### src/rtl/clock_pkg.sv
// Shared types and constants for the multi-alarm BCD clock.
// Purpose: channel state enum, BCD digit limits, HH:MM and HH:MM:SS packed
//          structs, plus small helpers for load validation and hour decoding.
package clock_pkg;

    typedef enum logic [1:0] {
        StOff,
        StArmed,
        StRinging,
        StSnoozed
    } chan_state_e;

    localparam logic [3:0] DigitMax        = 4'd9;  // units digit of any field
    localparam logic [2:0] Tens60Max       = 3'd5;  // tens digit of minutes/seconds
    localparam logic [1:0] HourTensMax     = 2'd2;
    localparam logic [3:0] HourUnitsMaxAt2 = 4'd3;  // 20..23 only

    typedef struct packed {
        logic [1:0] h1;
        logic [3:0] h0;
        logic [2:0] m1;
        logic [3:0] m0;
    } hhmm_t;

    typedef struct packed {
        hhmm_t      hm;
        logic [2:0] s1;
        logic [3:0] s0;
    } tod_t;

    // Rejects any digit above 9, minutes above 59 and hours above 23
    // (which also covers a tens-of-hours digit of 3).
    function automatic logic hhmm_valid(hhmm_t t);
        logic hour_ok;
        hour_ok = (t.h1 < HourTensMax) ||
                  ((t.h1 == HourTensMax) && (t.h0 <= HourUnitsMaxAt2));
        return hour_ok && (t.h0 <= DigitMax) && (t.m1 <= Tens60Max) && (t.m0 <= DigitMax);
    endfunction

    function automatic logic [4:0] hour_bin(logic [1:0] h1, logic [3:0] h0);
        return ({3'b000, h1} * 5'd10) + {1'b0, h0};
    endfunction

endpackage

### src/rtl/multi_alarm_clock_if.sv
// Control/display bundle of the multi-alarm clock.
// master: drives BCD load value, load strobes, channel select, alarm controls
//         and display mode; observes display digits, pm, alarm status, load_err.
// slave:  the clock itself (opposite directions).
// NUM_ALARMS must match the value given to the clock instance.
interface multi_alarm_clock_if #(
    parameter int unsigned NUM_ALARMS = 4
);
    localparam int unsigned IdW = (NUM_ALARMS > 1) ? $clog2(NUM_ALARMS) : 1;

    logic [1:0]            h_in1;
    logic [3:0]            h_in0;
    logic [2:0]            m_in1;
    logic [3:0]            m_in0;
    logic                  ld_time;
    logic                  ld_alarm;
    logic [IdW-1:0]        al_sel;
    logic                  al_en_in;
    logic                  stop_al;
    logic                  snooze;
    logic                  mode_12h;

    logic [1:0]            h_out1;
    logic [3:0]            h_out0;
    logic [2:0]            m_out1;
    logic [3:0]            m_out0;
    logic [2:0]            s_out1;
    logic [3:0]            s_out0;
    logic                  pm;
    logic                  alarm;
    logic [IdW-1:0]        alarm_id;
    logic [NUM_ALARMS-1:0] ring_vec;
    logic                  load_err;

    modport master (
        output h_in1, h_in0, m_in1, m_in0, ld_time, ld_alarm, al_sel, al_en_in,
               stop_al, snooze, mode_12h,
        input  h_out1, h_out0, m_out1, m_out0, s_out1, s_out0, pm, alarm, alarm_id,
               ring_vec, load_err
    );

    modport slave (
        input  h_in1, h_in0, m_in1, m_in0, ld_time, ld_alarm, al_sel, al_en_in,
               stop_al, snooze, mode_12h,
        output h_out1, h_out0, m_out1, m_out0, s_out1, s_out0, pm, alarm, alarm_id,
               ring_vec, load_err
    );

endinterface

### src/rtl/alarm_channel.sv
// One alarm channel: HH:MM register, OFF/ARMED/RINGING/SNOOZED FSM and a
// shared ring/snooze down-counter.
// Ports:
//   clk_1s, reset   1 Hz clock, async active-high reset
//   next_time       time value the clock registers will hold after this edge
//   tick_valid      low when a time load is in progress (no match allowed)
//   stop_al, snooze global silence / snooze controls
//   ld              validated alarm load strobe for this channel
//   al_time_in      HH:MM written by ld
//   al_en_in        enable written by ld (1: ARMED, 0: OFF)
//   ringing         registered ringing flag
module alarm_channel
    import clock_pkg::*;
#(
    parameter int unsigned SNOOZE_S       = 300,
    parameter int unsigned RING_TIMEOUT_S = 60
) (
    input  logic  clk_1s,
    input  logic  reset,
    input  tod_t  next_time,
    input  logic  tick_valid,
    input  logic  stop_al,
    input  logic  snooze,
    input  logic  ld,
    input  hhmm_t al_time_in,
    input  logic  al_en_in,
    output logic  ringing
);

    localparam int unsigned MaxS = (SNOOZE_S > RING_TIMEOUT_S) ? SNOOZE_S : RING_TIMEOUT_S;
    localparam int unsigned CntW = $clog2(MaxS + 1);
    localparam logic [CntW-1:0] RingLoad   = CntW'(RING_TIMEOUT_S);
    localparam logic [CntW-1:0] SnoozeLoad = CntW'(SNOOZE_S);
    localparam logic [CntW-1:0] CntOne     = CntW'(1);

    chan_state_e     state_q, state_d;
    logic [CntW-1:0] cnt_q, cnt_d;
    hhmm_t           al_time_q, al_time_d;
    logic            match;

    // State register
    always_ff @(posedge clk_1s or posedge reset) begin
        if (reset) begin
            state_q   <= StOff;
            cnt_q     <= '0;
            al_time_q <= '0;
        end else begin
            state_q   <= state_d;
            cnt_q     <= cnt_d;
            al_time_q <= al_time_d;
        end
    end

    assign match = tick_valid && (next_time.hm == al_time_q) &&
                   (next_time.s1 == 3'd0) && (next_time.s0 == 4'd0);

    // Next state. The counter was loaded on the entry edge, so leaving when it
    // holds 1 gives exactly RING_TIMEOUT_S / SNOOZE_S cycles in the state.
    always_comb begin
        state_d   = state_q;
        cnt_d     = cnt_q;
        al_time_d = al_time_q;
        if (ld) begin
            al_time_d = al_time_in;
            state_d   = al_en_in ? StArmed : StOff;
            cnt_d     = '0;
        end else begin
            case (state_q)
                StOff: begin
                    state_d = StOff;
                end
                StArmed: begin
                    if (match) begin
                        state_d = StRinging;
                        cnt_d   = RingLoad;
                    end
                end
                StRinging: begin
                    if (stop_al) begin
                        state_d = StArmed;
                        cnt_d   = '0;
                    end else if (snooze) begin
                        state_d = StSnoozed;
                        cnt_d   = SnoozeLoad;
                    end else if (cnt_q <= CntOne) begin
                        state_d = StArmed;
                        cnt_d   = '0;
                    end else begin
                        cnt_d = cnt_q - CntOne;
                    end
                end
                StSnoozed: begin
                    if (stop_al) begin
                        state_d = StArmed;
                        cnt_d   = '0;
                    end else if (cnt_q <= CntOne) begin
                        state_d = StRinging;
                        cnt_d   = RingLoad;
                    end else begin
                        cnt_d = cnt_q - CntOne;
                    end
                end
                default: begin
                    state_d = StOff;
                    cnt_d   = '0;
                end
            endcase
        end
    end

    // Outputs
    always_comb begin
        ringing = (state_q == StRinging);
    end

endmodule

### src/rtl/multi_alarm_clock.sv
// 24-hour BCD time-of-day clock with NUM_ALARMS alarm channels.
// Holds the six BCD time digits, validates time/alarm loads, maps hours to
// 12-hour display format and encodes the lowest ringing channel.
// Ports:
//   clk_1s  1 Hz clock
//   reset   async active-high reset
//   bus     slave side of multi_alarm_clock_if (loads, controls, display,
//           alarm status, load_err)
module multi_alarm_clock
    import clock_pkg::*;
#(
    parameter int unsigned NUM_ALARMS     = 4,
    parameter int unsigned SNOOZE_S       = 300,
    parameter int unsigned RING_TIMEOUT_S = 60
) (
    input  logic                clk_1s,
    input  logic                reset,
    multi_alarm_clock_if.slave  bus
);

    localparam int unsigned IdW = (NUM_ALARMS > 1) ? $clog2(NUM_ALARMS) : 1;

    tod_t                  time_q, time_d, time_inc;
    hhmm_t                 ld_val;
    logic                  ld_ok;
    logic                  load_err_q, load_err_d;
    logic                  tick_valid;
    logic                  alarm_load;
    logic [NUM_ALARMS-1:0] ring_vec;
    logic [IdW-1:0]        alarm_id;
    logic [4:0]            hour, hour12;
    logic [1:0]            h_disp1;
    logic [3:0]            h_disp0;
    logic                  pm;

    assign ld_val     = {bus.h_in1, bus.h_in0, bus.m_in1, bus.m_in0};
    assign ld_ok      = hhmm_valid(ld_val);
    assign tick_valid = !bus.ld_time;
    assign alarm_load = bus.ld_alarm && ld_ok;

    // One-second BCD increment with ripple carries, 23:59:59 -> 00:00:00.
    always_comb begin
        time_inc = time_q;
        if (time_q.s0 != DigitMax) begin
            time_inc.s0 = time_q.s0 + 4'd1;
        end else begin
            time_inc.s0 = 4'd0;
            if (time_q.s1 != Tens60Max) begin
                time_inc.s1 = time_q.s1 + 3'd1;
            end else begin
                time_inc.s1 = 3'd0;
                if (time_q.hm.m0 != DigitMax) begin
                    time_inc.hm.m0 = time_q.hm.m0 + 4'd1;
                end else begin
                    time_inc.hm.m0 = 4'd0;
                    if (time_q.hm.m1 != Tens60Max) begin
                        time_inc.hm.m1 = time_q.hm.m1 + 3'd1;
                    end else begin
                        time_inc.hm.m1 = 3'd0;
                        if ((time_q.hm.h1 == HourTensMax) &&
                            (time_q.hm.h0 == HourUnitsMaxAt2)) begin
                            time_inc.hm.h1 = 2'd0;
                            time_inc.hm.h0 = 4'd0;
                        end else if (time_q.hm.h0 == DigitMax) begin
                            time_inc.hm.h1 = time_q.hm.h1 + 2'd1;
                            time_inc.hm.h0 = 4'd0;
                        end else begin
                            time_inc.hm.h0 = time_q.hm.h0 + 4'd1;
                        end
                    end
                end
            end
        end
    end

    // A time load pre-empts the increment; a rejected one holds the time.
    always_comb begin
        time_d     = time_inc;
        load_err_d = 1'b0;
        if (bus.ld_time) begin
            time_d = ld_ok ? {ld_val, 3'd0, 4'd0} : time_q;
        end
        if ((bus.ld_time || bus.ld_alarm) && !ld_ok) begin
            load_err_d = 1'b1;
        end
    end

    always_ff @(posedge clk_1s or posedge reset) begin
        if (reset) begin
            time_q     <= '0;
            load_err_q <= 1'b0;
        end else begin
            time_q     <= time_d;
            load_err_q <= load_err_d;
        end
    end

    // Channels compare against time_d so they ring on the edge where the
    // display reaches HH:MM:00.
    for (genvar g = 0; g < NUM_ALARMS; g++) begin : g_chan
        alarm_channel #(
            .SNOOZE_S       (SNOOZE_S),
            .RING_TIMEOUT_S (RING_TIMEOUT_S)
        ) u_chan (
            .clk_1s     (clk_1s),
            .reset      (reset),
            .next_time  (time_d),
            .tick_valid (tick_valid),
            .stop_al    (bus.stop_al),
            .snooze     (bus.snooze),
            .ld         (alarm_load && (bus.al_sel == IdW'(g))),
            .al_time_in (ld_val),
            .al_en_in   (bus.al_en_in),
            .ringing    (ring_vec[g])
        );
    end

    // Lowest-index ringing channel: scan downward so the last hit wins.
    always_comb begin
        alarm_id = '0;
        for (int i = int'(NUM_ALARMS) - 1; i >= 0; i--) begin
            if (ring_vec[i]) begin
                alarm_id = IdW'(i);
            end
        end
    end

    // 12-hour mapping: 00 -> 12 AM, 12 -> 12 PM, 13..23 -> 1..11 PM.
    always_comb begin
        hour    = hour_bin(time_q.hm.h1, time_q.hm.h0);
        hour12  = hour;
        pm      = 1'b0;
        h_disp1 = time_q.hm.h1;
        h_disp0 = time_q.hm.h0;
        if (bus.mode_12h) begin
            pm = (hour >= 5'd12);
            if (hour == 5'd0) begin
                hour12 = 5'd12;
            end else if (hour > 5'd12) begin
                hour12 = hour - 5'd12;
            end
            if (hour12 >= 5'd10) begin
                h_disp1 = 2'd1;
                h_disp0 = 4'(hour12 - 5'd10);
            end else begin
                h_disp1 = 2'd0;
                h_disp0 = hour12[3:0];
            end
        end
    end

    assign bus.h_out1   = h_disp1;
    assign bus.h_out0   = h_disp0;
    assign bus.m_out1   = time_q.hm.m1;
    assign bus.m_out0   = time_q.hm.m0;
    assign bus.s_out1   = time_q.s1;
    assign bus.s_out0   = time_q.s0;
    assign bus.pm       = pm;
    assign bus.alarm    = |ring_vec;
    assign bus.alarm_id = alarm_id;
    assign bus.ring_vec = ring_vec;
    assign bus.load_err = load_err_q;

endmodule

### src/flat_wrapper.sv
// flat-port wrapper written by rule: the top's interface ports become plain ports
module multi_alarm_clock_flat import clock_pkg::*;
#(
    parameter int unsigned NUM_ALARMS     = 4,
    parameter int unsigned SNOOZE_S       = 300,
    parameter int unsigned RING_TIMEOUT_S = 60
)
  (clk_1s, reset, bus_h_in1, bus_h_in0, bus_m_in1, bus_m_in0, bus_ld_time, bus_ld_alarm, bus_al_sel, bus_al_en_in, bus_stop_al, bus_snooze, bus_mode_12h, bus_h_out1, bus_h_out0, bus_m_out1, bus_m_out0, bus_s_out1, bus_s_out0, bus_pm, bus_alarm, bus_alarm_id, bus_ring_vec, bus_load_err);
  multi_alarm_clock_if #(.NUM_ALARMS(NUM_ALARMS)) bus_i ();
  input  logic clk_1s;
  input  logic reset;
  input wire logic [$bits(bus_i.h_in1)-1:0] bus_h_in1;
  input wire logic [$bits(bus_i.h_in0)-1:0] bus_h_in0;
  input wire logic [$bits(bus_i.m_in1)-1:0] bus_m_in1;
  input wire logic [$bits(bus_i.m_in0)-1:0] bus_m_in0;
  input wire logic [$bits(bus_i.ld_time)-1:0] bus_ld_time;
  input wire logic [$bits(bus_i.ld_alarm)-1:0] bus_ld_alarm;
  input wire logic [$bits(bus_i.al_sel)-1:0] bus_al_sel;
  input wire logic [$bits(bus_i.al_en_in)-1:0] bus_al_en_in;
  input wire logic [$bits(bus_i.stop_al)-1:0] bus_stop_al;
  input wire logic [$bits(bus_i.snooze)-1:0] bus_snooze;
  input wire logic [$bits(bus_i.mode_12h)-1:0] bus_mode_12h;
  output wire logic [$bits(bus_i.h_out1)-1:0] bus_h_out1;
  output wire logic [$bits(bus_i.h_out0)-1:0] bus_h_out0;
  output wire logic [$bits(bus_i.m_out1)-1:0] bus_m_out1;
  output wire logic [$bits(bus_i.m_out0)-1:0] bus_m_out0;
  output wire logic [$bits(bus_i.s_out1)-1:0] bus_s_out1;
  output wire logic [$bits(bus_i.s_out0)-1:0] bus_s_out0;
  output wire logic [$bits(bus_i.pm)-1:0] bus_pm;
  output wire logic [$bits(bus_i.alarm)-1:0] bus_alarm;
  output wire logic [$bits(bus_i.alarm_id)-1:0] bus_alarm_id;
  output wire logic [$bits(bus_i.ring_vec)-1:0] bus_ring_vec;
  output wire logic [$bits(bus_i.load_err)-1:0] bus_load_err;
  assign bus_i.h_in1 = bus_h_in1;
  assign bus_i.h_in0 = bus_h_in0;
  assign bus_i.m_in1 = bus_m_in1;
  assign bus_i.m_in0 = bus_m_in0;
  assign bus_i.ld_time = bus_ld_time;
  assign bus_i.ld_alarm = bus_ld_alarm;
  assign bus_i.al_sel = bus_al_sel;
  assign bus_i.al_en_in = bus_al_en_in;
  assign bus_i.stop_al = bus_stop_al;
  assign bus_i.snooze = bus_snooze;
  assign bus_i.mode_12h = bus_mode_12h;
  assign bus_h_out1 = bus_i.h_out1;
  assign bus_h_out0 = bus_i.h_out0;
  assign bus_m_out1 = bus_i.m_out1;
  assign bus_m_out0 = bus_i.m_out0;
  assign bus_s_out1 = bus_i.s_out1;
  assign bus_s_out0 = bus_i.s_out0;
  assign bus_pm = bus_i.pm;
  assign bus_alarm = bus_i.alarm;
  assign bus_alarm_id = bus_i.alarm_id;
  assign bus_ring_vec = bus_i.ring_vec;
  assign bus_load_err = bus_i.load_err;
  multi_alarm_clock #(.NUM_ALARMS(NUM_ALARMS), .SNOOZE_S(SNOOZE_S), .RING_TIMEOUT_S(RING_TIMEOUT_S)) u_core (.clk_1s(clk_1s), .reset(reset), .bus(bus_i));
endmodule
### config.mk
export PLATFORM = sky130hd
export DESIGN_NAME = multi_alarm_clock_flat
export DESIGN_NICKNAME = d
export VERILOG_FILES = /design/src/rtl/clock_pkg.sv /design/src/rtl/multi_alarm_clock_if.sv /design/src/rtl/alarm_channel.sv /design/src/rtl/multi_alarm_clock.sv /design/src/flat_wrapper.sv
export SDC_FILE = /design/constraint.sdc
export NUM_CORES = 1
export LEC_CHECK = 0
export ABC_AREA = 1
export BUFFER_PORTS_ARGS = -buffer_cell sky130_fd_sc_hd__buf_2
export CORE_MARGIN = 4
export CORE_UTILIZATION = 64
export CTS_BUF_LIST = sky130_fd_sc_hd__clkbuf_4 sky130_fd_sc_hd__clkbuf_8
export DETAILED_ROUTE_END_ITERATION = 10
export PLACE_DENSITY_LB_ADDON = 0.05
export SLEW_MARGIN = 20
export SYNTH_ARGS = -nofsm -noshare
export SYNTH_HDL_FRONTEND = slang
export SYNTH_SLANG_ARGS = --single-unit
### constraint.sdc
create_clock -name clk_1s -period 3.65 [get_ports clk_1s]
set_input_delay 0.1825 -clock clk_1s [delete_from_list [all_inputs] [get_ports clk_1s]]
set_output_delay 0.1825 -clock clk_1s [all_outputs]
set_load 0.005 [all_outputs]
==> results of run 1 <==
tightest hold or removal path, stage by stage:
cell and delay, ps:
buf_2 140, nand2_1 60, o21ai_0 60
flip-flops by register name (all words and copies together), names as in the netlist:
register                        flops
u_core.bus.load_err                 1
u_core.bus.m_out0                   4
u_core.bus.m_out1                   3
u_core.bus.s_out0                   4
u_core.bus.s_out1                   3
u_core.g_chan.u_chan.al_time_q     52
u_core.g_chan.u_chan.cnt_q         36
u_core.g_chan.u_chan.state_q        8
u_core.time_q                       6
placed cells by master, fill, tap and decap left out, types with 5 or more instances in the layout:
master / count
nand2_2: 23
inv_2: 12
dfrtp_1: 115
a21oi_1: 31
xnor2_1: 7
nand3b_1: 15
xor2_1: 21
nand2_4: 5
nor2_4: 5
nand3_1: 103
buf_2: 51
o31ai_1: 5
ha_1: 17
nand3_2: 11
nor2_2: 10
o21ai_1: 9
nor3_1: 12
buf_4: 16
inv_1: 161
nand2_1: 351
nor2_1: 123
a21oi_2: 5
nand4_1: 20
dlygate4sd3_1: 10
clkbuf_8: 22
o21ai_0: 92
power breakdown:
group | internal, uW | leakage, uW | switching [uW]
Sequential | 1710 | 0.00145 | 425
Clock | 638 | 0.000198 | 545
Combinational | 1120 | 0.00317 | 1840
Total | 3470 | 0.00482 | 2810
routing by layer:
metal	share of wire, %	global-route usage [%]	vias to the layer above
met3	6.9	5.94	51
met4	1.9	8.61	2
li1	-	-	4027
met2	46	48.3	277
met1	45	41.7	3792
met5	0.051	0	-
final cells by class:
| type | instances | area [um2] |
|---|---|---|
| clock buffer | 24 | 318 |
| clock inverter | 8 | 72.6 |
| fill | 1101 | 3490 |
| inverter | 176 | 668 |
| multi-input combinational | 899 | 4560 |
| sequential | 117 | 2930 |
| tap | 172 | 215 |
| timing repair buffer | 77 | 475 |
stage by stage:
step | total power (uW) | util [%]
after floorplan | 4310 | -
after global placement | 4900 | 68.2
after detailed placement | 4960 | 68.2
after CTS | 6200 | 72.3
after global routing | 6840 | 72.6
final | 6280 | 72.6
cells by family (layout without fill, tap and decap cells):
| family | Yosys count | in the layout | synth area share, % |
|---|---|---|---|
| fa+ha+maj | 20 | 20 | 3.09 |
| simple gates | 688 | 688 | 37.3 |
| compound gates | 162 | 162 | 10.6 |
| flops | 117 | 117 | 35.1 |
| xor+xnor | 29 | 29 | 3.04 |
| buf+inv | 218 | 285 | 10.9 |
final timing paths:
path,from,end,slack (ps),depth (start not counted)
setup reg to reg,u_core.bus.m_out0[1]$_DFF_PP0_,u_core.g_chan[1].u_chan.cnt_q[5]$_DFFE_PP0P_,890,15
min in group asynchronous,reset,u_core.g_chan[0].u_chan.al_time_q[4]$_DFFE_PP0P_,390,3
hold reg to reg,u_core.g_chan[1].u_chan.al_time_q[4]$_DFFE_PP0P_,u_core.g_chan[1].u_chan.al_time_q[4]$_DFFE_PP0P_,500,2
setup / recovery,u_core.time_q[18]$_DFF_PP0_,bus_h_out0[2],190,22
hold / removal,bus_m_in0[2],u_core.g_chan[2].u_chan.al_time_q[2]$_DFFE_PP0P_,30,3
max in group asynchronous,reset,u_core.time_q[16]$_DFF_PP0_,2290,4
what timing repair did:
item,in CTS,in global routing
hold endpoints to repair,58,0
setup endpoints to repair,3,4
resized for setup,3,9
cloned,0,0
pin swaps,1,3
buffers inserted,2,2
hold buffers,10,0
==> summary.md, run 1 <==
| Metric | Value |
|---|---|
| HPWL after DPL | `16000 um` |
| Final instance area | `~9200 um2` |
| Top post-synthesis cells by area | `dfrtp_1, nand2_1, inv_1, nand3_1, nor2_1` |
| # nets final | `approximately 1300` |
| Synth unique cells | `43` |
| Slew margin rel. | `between 40% and 50%` |
| Inst Count DP | `~1400` |
| Area grow syn2layout | `10.6%` |
| Initial Utilization | `roughly two thirds` |
| Post-synth EDFFs | `0` |
| Drt drc | `0` |
| Maximum clock frequency | `roughly 290 MHz` |
| CP Capture Type | `output port` |
| Syn avg cell area | `roughly 6.8 um2` |
| CP Data Required Time | `roughly 3500 ps` |
| Die Ht | `122 um` |
| Tmin final | `around 3500 ps` |
| Final Setup Violations | `0` |
| Post-Layout Cell Count | `roughly 1500` |
| Family with the most delay on the worst path | `adder cells` |
| HP Class | `in -> reg` |
| Die area | `around 15000 um2` |
| Largest net degree at the start of global routing | `51` |
| Yosys warns | `0` |
| Pleak | `between 0.004 and 0.005 uW` |
| Setup TNS | `0 ps` |
| GR Overflow Total | `0` |
| Antenna Nets Post-Route | `0` |
| Cells after synthesis | `1234` |
| Post-synth design cell area | `about 8400 um2` |
| Root buf cell | `clkbuf_8` |
| Most used DFF post-synth | `dfrtp_1` |
| Hold Fails Final Rpt | `0` |
| Placeable Area | `about 13000 um2` |
| Crit Path Max Fanout | `4` |
| Port Buffer Count | `51` |
| Post-synth top area cell | `dfrtp_1` |
| Final critical-path share of the clock period | `94.9%` |
| Syn_nets | `1277` |
| Setup Skew | `approximately 17 ps` |
| WL final | `between 20000 and 25000 um` |
| TritonRoute pass-1 iters | `6` |
| First-pass GRT wire length | `approximately 35000 um` |
| Clock transition at path regs | `80 ps` |
| All-layer global routing usage | `between 30% and 40%` |
| Vias in the first global route | `approximately 7300` |
| Core Rows | `41` |
| Worst EP arrival | `about 3300 ps` |
| Worst-Skew Late Latency | `~460 ps` |
| Most common cell type on the critical path | `nand2_1` |
| Vias post-DR | `between 8000 and 9000` |
| Layout cell share with drive strength beyond 1 | `approximately 14%` |
| Top Ports | `between 50 and 60` |
| Hold Slack | `approximately 32 ps` |
| Most common cell in the netlist | `nand2_1` |
| CTS tree | `yes` |
| Bufs and invs on worst path | `6` |
| Clock Sink Count | `approximately 120` |
| GP Congestion | `0.918` |
| WS Path Type | `reg -> out` |
| CTS Buf Count | `17` |
| Min setup slack post-route | `between 150 and 200 ps` |
| Ys async rst share | `between 90% and 100%` |
| Max IR drop VDD | `between 0.4 and 0.5 mV` |
| Post-synthesis register bit count | `between 100 and 150` |
| WL/cell | `between 10 and 15 um` |
| Sequential area share after synthesis | `a little over a third` |
| Cell Chain, Critical Path | `ha_2, fa_2, xnor2_2, inv_1, ha_1, inv_1, nor2_1, nand2_1, nand2_2, nand2_1, nand3_1, inv_2, ha_2, inv_1, nand2_1, nand2_2, nor2_4, inv_1, nand2_1, nand3_1, nand2_1, buf_2` |
| Post-synth top area share | `about a third` |
| Pre-CTS WS | `approximately 340 ps` |
| Slowest stage delay, CP | `between 400 and 500 ps` |
| Worst slew pin tran | `between 700 and 800 ps` |
| Pwr dens | `680 nW/um2` |
| Clock buffer depth | `2` |
| DR vias/cell | `around 5.5` |
| Diode count | `0` |
| Initial DRC count | `roughly 780` |
| Critical path's slowest cell | `dfrtp_1` |
| Initial antenna violation count | `1` |
| Maxcap violations | `0` |
| Setup crit start kind | `flop` |
| Die width | `122 um` |
| Status | `completed` |
| Max Slew Vio Count | `0` |
| CTS H-tree lvls | `4` |
| Post-DP Area | `between 8000 and 9000 um2` |
| Commonest cells in the netlist | `nand2_1, inv_1, nor2_1, dfrtp_1, nand3_1` |
Power figures use the tool's default switching activity.
==> run 2, diff against run 1 <==
Settings changed: CORE_UTILIZATION 64 to 60, SETUP_SLACK_MARGIN from default to 0.3.
==> summary.md, run 2 (synthesized netlist as in run 1, its figures left out) <==
| Metric | Value |
|---|---|
| Status | `completed (unchanged)` |
| Worst slew pin tran | `785 ps (was 769 ps)` |
| Vias in the first global route | `7503 (was 7280)` |
| TritonRoute pass-1 iters | `8 (was 6)` |
| Pre-CTS WS | `311 ps (was 345 ps)` |
| Pwr dens | `692 nW/um2 (was 680 nW/um2)` |
| Met1 wire length | `10200 um (was 9780 um)` |
| Setup TNS | `0 ps (unchanged)` |
| Clock group share of total power | `17.8% (was 18.8%)` |
| Max IR drop VDD | `0.584 mV (was 0.428 mV)` |
| GP Congestion | `0.948 (was 0.918)` |
| CP Capture Type | `output port (unchanged)` |
| Core Rows | `42 (was 41)` |
| Post-Layout Cell Count | `1485 (was 1473)` |
| Setup Skew | `11.5 ps (was 17.4 ps)` |
| WL/cell | `15.0 um (was 14.8 um)` |
| Final Setup Violations | `0 (unchanged)` |
| Maximum clock frequency | `295 MHz (was 289 MHz)` |
| CTS Buf Count | `17 (unchanged)` |
| Clock buffer depth | `2 (unchanged)` |
| Max Slew Vio Count | `0 (unchanged)` |
| Crit Path Max Fanout | `4 (unchanged)` |
| Met2 WL | `9870 um (was 10100 um)` |
| Pleak | `0.00487 uW (was 0.00482 uW)` |
| Critical path's slowest cell | `dfrtp_2 (was dfrtp_1)` |
| Top flop regs | `u_core.g_chan.u_chan.al_time_q (52), u_core.g_chan.u_chan.cnt_q (36), u_core.g_chan.u_chan.state_q (8) (unchanged)` |
| Slew margin rel. | `47.5% (was 48.6%)` |
| Worst EP arrival | `3210 ps (was 3280 ps)` |
| All-layer global routing usage | `28.7% (was 30.1%)` |
| Area grow syn2layout | `12.0% (was 10.6%)` |
| Port Buffer Count | `51 (unchanged)` |
| Sw power | `2920 uW (was 2810 uW)` |
| Vias post-DR | `8200 (was 8149)` |
| Top Ports | `52 (unchanged)` |
| GR Overflow Total | `0 (unchanged)` |
| Die width | `126 um (was 122 um)` |
| Layout cell share with drive strength beyond 1 | `15.8% (was 14.4%)` |
| Reg2reg start | `u_core.bus.m_out0[1]$_DFF_PP0_ (unchanged)` |
| Min setup slack post-route | `257 ps (was 187 ps)` |
| Die area | `15900 um2 (was 14900 um2)` |
| Most common cell type on the critical path | `nand2_2 (was nand2_1)` |
| Most flops, register | `u_core.g_chan.u_chan.al_time_q (unchanged)` |
| Met3 Wirelength | `1630 um (was 1510 um)` |
| Largest net degree at the start of global routing | `62 (was 51)` |
| Cell Chain, Critical Path | `ha_4, fa_2, xnor2_2, inv_1, ha_2, inv_2, nor2_2, nand2_2, nand2_2, buf_4, o211ai_1, inv_1, nor2_4, nor2_4, inv_2, nand2_2, nand3_1, nand2_1, buf_2 (was ha_2, fa_2, xnor2_2, inv_1, ha_1, inv_1, nor2_1, nand2_1, nand2_2, nand2_1, nand3_1, inv_2, ha_2, inv_1, nand2_1, nand2_2, nor2_4, inv_1, nand2_1, nand3_1, nand2_1, buf_2)` |
| # nets final | `1339 (was 1331)` |
| DR vias/cell | `5.52 (was 5.53)` |
| Diode count | `0 (unchanged)` |
| Slowest stage delay, CP | `430 ps (was 420 ps)` |
| Comb power frac | `49.3% (was 47.2%)` |
| CP Data Required Time | `3470 ps (about the same)` |
| Root buf cell | `clkbuf_8 (unchanged)` |
| HPWL after DPL | `16100 um (was 16000 um)` |
| CTS H-tree lvls | `4 (unchanged)` |
| Clock transition at path regs | `70 ps (was 80 ps)` |
| HP Class | `in -> reg (unchanged)` |
| Antenna Nets Post-Route | `0 (unchanged)` |
| Most common cell after layout, fill and taps aside | `nand2_1 (unchanged)` |
| Post-DP Area | `8690 um2 (was 8680 um2)` |
| Drt drc | `0 (unchanged)` |
| Final instance area | `9350 um2 (was 9240 um2)` |
| Final critical-path share of the clock period | `93.0% (was 94.9%)` |
| CTS tree | `yes (unchanged)` |
| Sequential share of power | `32.9% (was 34.0%)` |
| Inst Count DP | `1430 (was 1427)` |
| WS Path Type | `reg -> out (unchanged)` |
| Setup crit start kind | `flop (unchanged)` |
| Placeable Area | `13500 um2 (was 12700 um2)` |
| Clock Sink Count | `117 (unchanged)` |
| Number of flip-flops in the largest register | `52 (unchanged)` |
| Most frequent cells in the layout | `nand2_1, inv_1, nor2_1, dfrtp_1, nand3_1 (unchanged)` |
| Hold Crit Start | `bus_m_in0[2] (unchanged)` |
| Bufs and invs on worst path | `6 (unchanged)` |
| Family with the most delay on the worst path | `adder cells (unchanged)` |
| Tmin final | `3390 ps (was 3460 ps)` |
| Maxcap violations | `0 (unchanged)` |
| Initial antenna violation count | `0 (was 1)` |
| Sw Share | `45.0% (was 44.8%)` |
| Die Ht | `126 um (was 122 um)` |
| Hold Fails Final Rpt | `0 (unchanged)` |
| Initial Utilization | `62.1% (was 65.6%)` |
| Initial DRC count | `745 (was 776)` |
| WL final | `22300 um (was 21800 um)` |
| Worst-Skew Late Latency | `450 ps (was 460 ps)` |
| Top sig layer | `met4 (was met5)` |
| Pint | `3560 uW (was 3470 uW)` |
| RSZ-0062 raised after global routing | `yes` |
| Setup crit start | `u_core.time_q[15]$_DFF_PP0_ (was u_core.time_q[18]$_DFF_PP0_)` |
| First-pass GRT wire length | `37000 um (was 35400 um)` |
## run 2: worst register-to-register path, stage by stage (launching register included)
cell      delay (ps)
dfrtp_1          470
inv_1            130
ha_1             150
nand3_1          110
inv_1            310
nand3_4          180
clkinv_4         110
nand3_2           70
nand2_2          140
nand2_2          120
nand2_1           90
nand2_1           90
nor2_1           170
nand2_1          110
nor2_2           150
nand3_2          100
nand2_4          130
inv_2             60
nand2_1           50
o21ai_1           60
## run 2: stage by stage
step	hold slack [ps]	util, %	power, uW
after CTS	16.8	69.1	6320
after detailed placement	367	64.6	4970
final	42.1	69.5	6480
after global routing	41.4	69.5	7060
after global placement	360	64.6	4900
after floorplan	303	-	4310
## run 2: routing by layer
metal | GRT usage (%) | vias to the layer above
met2 | 43.3 | 318
met3 | 6.05 | 52
met1 | 41.4 | 3789
met4 | 9.15 | 0
li1 | - | 4041
met5 | 0 | -
## run 2: cell type report
| class | instances | area (um2) |
|---|---|---|
| Fill cell | 1211 | 4100 |
| Inverter | 176 | 668 |
| Clock inverter | 9 | 77.6 |
| Multi-Input combinational cell | 899 | 4610 |
| Sequential cell | 117 | 2930 |
| Tap cell | 176 | 220 |
| Timing Repair Buffer | 85 | 548 |
| Clock buffer | 23 | 298 |
## run 2: timing repair
action	in CTS	in global routing
resized for setup	12	16
buffers inserted	12	1
hold endpoints to repair	68	0
pin swaps	6	11
hold buffers	10	0
cloned	0	0
setup endpoints to repair	4	4
## run 2: power groups by stage
| stage | Sequential, uW | Combinational [uW] | Clock (uW) |
|---|---|---|---|
| finish | 2130 | 3190 | 1150 |
| global route | 2190 | 3620 | 1240 |
| CTS | 2120 | 3040 | 1170 |
| detailed placement | 2130 | 2840 | 0 |
| global placement | 2130 | 2770 | 0 |
| floorplan | 2020 | 2290 | 0 |
## run 2: final timing paths
path	endpoint	slack [ps]	depth (start not counted)
max in group asynchronous	u_core.g_chan[2].u_chan.cnt_q[1]$_DFFE_PP0P_	2440	4
max reg2reg	u_core.g_chan[0].u_chan.cnt_q[6]$_DFFE_PP0P_	740	19
max	bus_h_out0[2]	260	19
min in group asynchronous	u_core.bus.s_out0[3]$_DFF_PP0_	440	3
min reg2reg	u_core.g_chan[1].u_chan.al_time_q[4]$_DFFE_PP0P_	500	2
min	u_core.g_chan[2].u_chan.al_time_q[2]$_DFFE_PP0P_	40	3
==> run 3, diff against run 2 <==
Settings changed: ABC_AREA 1 to default, REMOVE_ABC_BUFFERS from default to 1.
==> summary.md, run 3 <==
| Metric | Value |
|---|---|
| Status | `finished, violations left (was completed)` |
| Failing checks | `setup timing` |
| Min setup slack post-route | `-240 ps (was 257 ps)` |
| CTS tree | `yes (unchanged)` |
| CP Data Required Time | `3470 ps (about the same)` |
| Initial Utilization | `62.2% (was 62.1%)` |
| Most common cell after layout, fill and taps aside | `nand2_1 (unchanged)` |
| Final core utilization | `70.6% (was 69.5%)` |
| Adder-Cell Fraction of Synth Area | `3.09% (about the same)` |
| All-layer global routing usage | `30.8% (was 28.7%)` |
| Top flop regs | `u_core.g_chan.u_chan.al_time_q (52), u_core.g_chan.u_chan.cnt_q (36), u_core.g_chan.u_chan.state_q (8) (unchanged)` |
| Simple-Gate Fraction of Synth Area | `24.0% (was 37.3%)` |
| Yosys warns | `0 (unchanged)` |
| First-pass GRT wire length | `39500 um (was 37000 um)` |
| Setup crit start | `u_core.time_q[18]$_DFF_PP0_ (was u_core.time_q[15]$_DFF_PP0_)` |
| HP Class | `in -> reg (unchanged)` |
| Top Ports | `52 (unchanged)` |
| Die area | `15800 um2 (was 15900 um2)` |
| Post-synth top area cell | `dfrtp_1 (unchanged)` |
| Crit Path Max Fanout | `2 (was 4)` |
| WS Path Type | `reg -> out (unchanged)` |
| Sequential area share after synthesis | `35.1% (about the same)` |
| Largest family of logic cells by synthesized area | `simple AND/OR/NAND/NOR gates (unchanged)` |
| Max Slew Vio Count | `0 (unchanged)` |
| Most common cell in the netlist | `nand2_1 (unchanged)` |
| Final Setup Violations | `4 (was 0)` |
| Vias in the first global route | `7490 (was 7503)` |
| Slew margin rel. | `42.5% (was 47.5%)` |
| GP Congestion | `0.951 (was 0.948)` |
| Post-synthesis register bit count | `117 (unchanged)` |
| Die Ht | `126 um (about the same)` |
| CP Capture Type | `output port (unchanged)` |
| GR Overflow Total | `0 (unchanged)` |
| Number of flip-flops in the largest register | `52 (unchanged)` |
| Multi-input logic area | `5130 um2 (was 4610 um2)` |
| Multiplexer share of the synthesized area | `3.30% (was 0%)` |
| HPWL after DPL | `17600 um (was 16100 um)` |
| WL final | `24800 um (was 22300 um)` |
| Worst EP arrival | `3710 ps (was 3210 ps)` |
| Most used DFF post-synth | `dfrtp_1 (unchanged)` |
| Most flops, register | `u_core.g_chan.u_chan.al_time_q (unchanged)` |
| WL/cell | `20.3 um (was 15.0 um)` |
| Worst-Skew Late Latency | `450 ps (about the same)` |
| Setup crit start kind | `flop (unchanged)` |
| Post-synth EDFFs | `0 (unchanged)` |
| Placeable Area | `13400 um2 (was 13500 um2)` |
| FF-to-FF setup slack | `380 ps (was 740 ps)` |
| Synth Area in Compound Gates | `22.5% (was 10.6%)` |
| Diode count | `0 (unchanged)` |
| Area grow syn2layout | `13.6% (was 12.0%)` |
| Top post-synthesis cells by area | `dfrtp_1, nand2_1, xnor2_1, o21ai_0, ha_1 (was dfrtp_1, nand2_1, inv_1, nand3_1, nor2_1)` |
| Layout cell share with drive strength beyond 1 | `20.6% (was 15.8%)` |
| Initial DRC count | `749 (was 745)` |
| Maximum clock frequency | `257 MHz (was 295 MHz)` |
| Critical path endpoint | `bus_h_out0[2] (unchanged)` |
| Tmin final | `3890 ps (was 3390 ps)` |
| Pwr dens | `591 nW/um2 (was 692 nW/um2)` |
| Hold Fails Final Rpt | `0 (unchanged)` |
| Critical R2R Capture | `u_core.g_chan[0].u_chan.cnt_q[6]$_DFFE_PP0P_ (unchanged)` |
| Clock buffer depth | `2 (unchanged)` |
| TritonRoute pass-1 iters | `5 (was 8)` |
| Critical path's slowest cell | `dfrtp_1 (was dfrtp_2)` |
| Core Rows | `42 (unchanged)` |
| Commonest cells in the netlist | `nand2_1, dfrtp_1, nor2_1, o21ai_0 (was nand2_1, inv_1, nor2_1, dfrtp_1, nand3_1)` |
| Clock Sink Count | `117 (unchanged)` |
| Pleak | `0.00420 uW (was 0.00487 uW)` |
| Ys async rst share | `100% (unchanged)` |
| CTS Buf Count | `17 (unchanged)` |
| Post-synth top area share | `35.1% (about the same)` |
| Syn avg cell area | `8.54 um2 (was 6.77 um2)` |
| Die width | `126 um (about the same)` |
| Slowest stage delay, CP | `390 ps (was 430 ps)` |
| Max IR drop VDD | `0.339 mV (was 0.584 mV)` |
| Port Buffer Count | `51 (unchanged)` |
| Setup TNS | `-611 ps (was 0 ps)` |
| R2r worst-path depth | `11 (was 19)` |
| Final critical-path share of the clock period | `107% (was 93.0%)` |
| Setup Skew | `9.25 ps (was 11.5 ps)` |
| Initial antenna violation count | `0 (unchanged)` |
| Most frequent cells in the layout | `nand2_1, dfrtp_1, nor2_1 (was nand2_1, inv_1, nor2_1, dfrtp_1, nand3_1)` |
| Root buf cell | `clkbuf_8 (unchanged)` |
| Cell Chain, Critical Path | `ha_2, fa_2, xor2_4, ha_4, or3b_4, and2_4, o21ai_2, mux2i_2, buf_4, a31o_4, a21boi_4, mux2_4, a21oi_2, buf_2 (was ha_4, fa_2, xnor2_2, inv_1, ha_2, inv_2, nor2_2, nand2_2, nand2_2, buf_4, o211ai_1, inv_1, nor2_4, nor2_4, inv_2, nand2_2, nand3_1, nand2_1, buf_2)` |
| Maxcap violations | `0 (unchanged)` |
| Vias post-DR | `7897 (was 8200)` |
| # nets final | `1079 (was 1339)` |
| FF/Latch Area | `2930 um2 (about the same)` |
| Antenna Nets Post-Route | `0 (unchanged)` |
| RSZ-0062 raised after global routing | `yes (unchanged)` |
| CTS H-tree lvls | `4 (unchanged)` |
| DR vias/cell | `6.47 (was 5.52)` |
| Cells after synthesis | `975 (was 1234)` |
| Synth unique cells | `89 (was 43)` |
| Worst slew pin tran | `862 ps (was 785 ps)` |
| Largest net degree at the start of global routing | `67 (was 62)` |
| Xor/xnor cell area share of the yosys netlist | `5.78% (was 3.04%)` |
| Post-synth design cell area | `8330 um2 (was 8350 um2)` |
| Drt drc | `0 (unchanged)` |
| Reg2reg start | `u_core.bus.m_out0[1]$_DFF_PP0_ (unchanged)` |
| Clock transition at path regs | `70 ps (about the same)` |
| Fill count | `1088 (was 1211)` |
run 3: report_power, final:
| group | switching (uW) | total (uW) | internal [uW] |
|---|---|---|---|
| logic | 1390 | 2630 | 1250 |
| registers | 364 | 1950 | 1580 |
| clock network | 515 | 1010 | 495 |
run 3: timing repair:
item	CTS	global route
setup buffers	6	10
pin swaps	13	12
hold buffers	2	0
resized for setup	25	32
endpoints found under the hold margin	66	0
endpoints found under the setup margin	27	40
run 3: cell type report:
| cell class | instances | share of cell area [%] |
|---|---|---|
| Clock inverter | 7 | 0.370 |
| Tap cell | 176 | 2.33 |
| Multi-Input combinational cell | 746 | 54.2 |
| Sequential cell | 117 | 31.0 |
| Timing Repair Buffer | 108 | 7.33 |
| Clock buffer | 21 | 2.92 |
| Inverter | 46 | 1.85 |
run 3: how the worst min path moves through the flow:
| stage | slack (ps) | startpoint | end | cells after the start |
|---|---|---|---|---|
| 2_1_floorplan | 270 | bus_ld_time | u_core.bus.s_out1[0]$_DFF_PP0_ | 1 |
| 3_3_place_gp | 390 | reset | u_core.bus.load_err$_DFF_PP0_ | 2 |
| 3_5_place_dp | 410 | reset | u_core.bus.load_err$_DFF_PP0_ | 2 |
| 4_1_cts | 0.4 | bus_ld_alarm | u_core.bus.load_err$_DFF_PP0_ | 3 |
| 5_1_grt | 10 | bus_al_en_in | u_core.g_chan[0].u_chan.state_q[0]$_DFFE_PP0P_ | 3 |
| 6_report | 20 | bus_ld_alarm | u_core.bus.load_err$_DFF_PP0_ | 3 |
run 3: worst max-delay path: cells and delay by family (launching register included):
family,cells,cell delay (ps)
fa+ha+maj,3,750
compound gates,4,650
flops,1,390
simple gates,2,530
xor+xnor,1,200
mux,2,430
buf+inv,2,290
run 3: per-stage QoR:
stage	setup slack (ps)	hold WS, ps	cell area (um2)	power (uW)	instances
4_1_cts	-149	0.365	9250	5320	1211
3_5_place_dp	-136	411	8760	4100	1175
3_3_place_gp	44.4	389	8760	3990	1175
5_1_grt	-355	14.5	9460	5960	1221
6_report	-240	20.5	9460	5590	1221
2_1_floorplan	-62.3	272	7990	3380	909
run 3: cells by family after synthesis:
logic type	after synthesis
mux	26
simple gates	389
fa+ha+maj	20
flops	117
buf+inv	112
xor+xnor	55
compound gates	256
run 3: per-layer routing:
metal / global-route usage, % / vias up / part of all wire [%]
met4: 11.0 / 0 / 2.5
li1: - / 3682 / -
met3: 6.60 / 56 / 6.9
met5: 0 / - / 0
met2: 50.0 / 342 / 49
met1: 41.0 / 3817 / 42
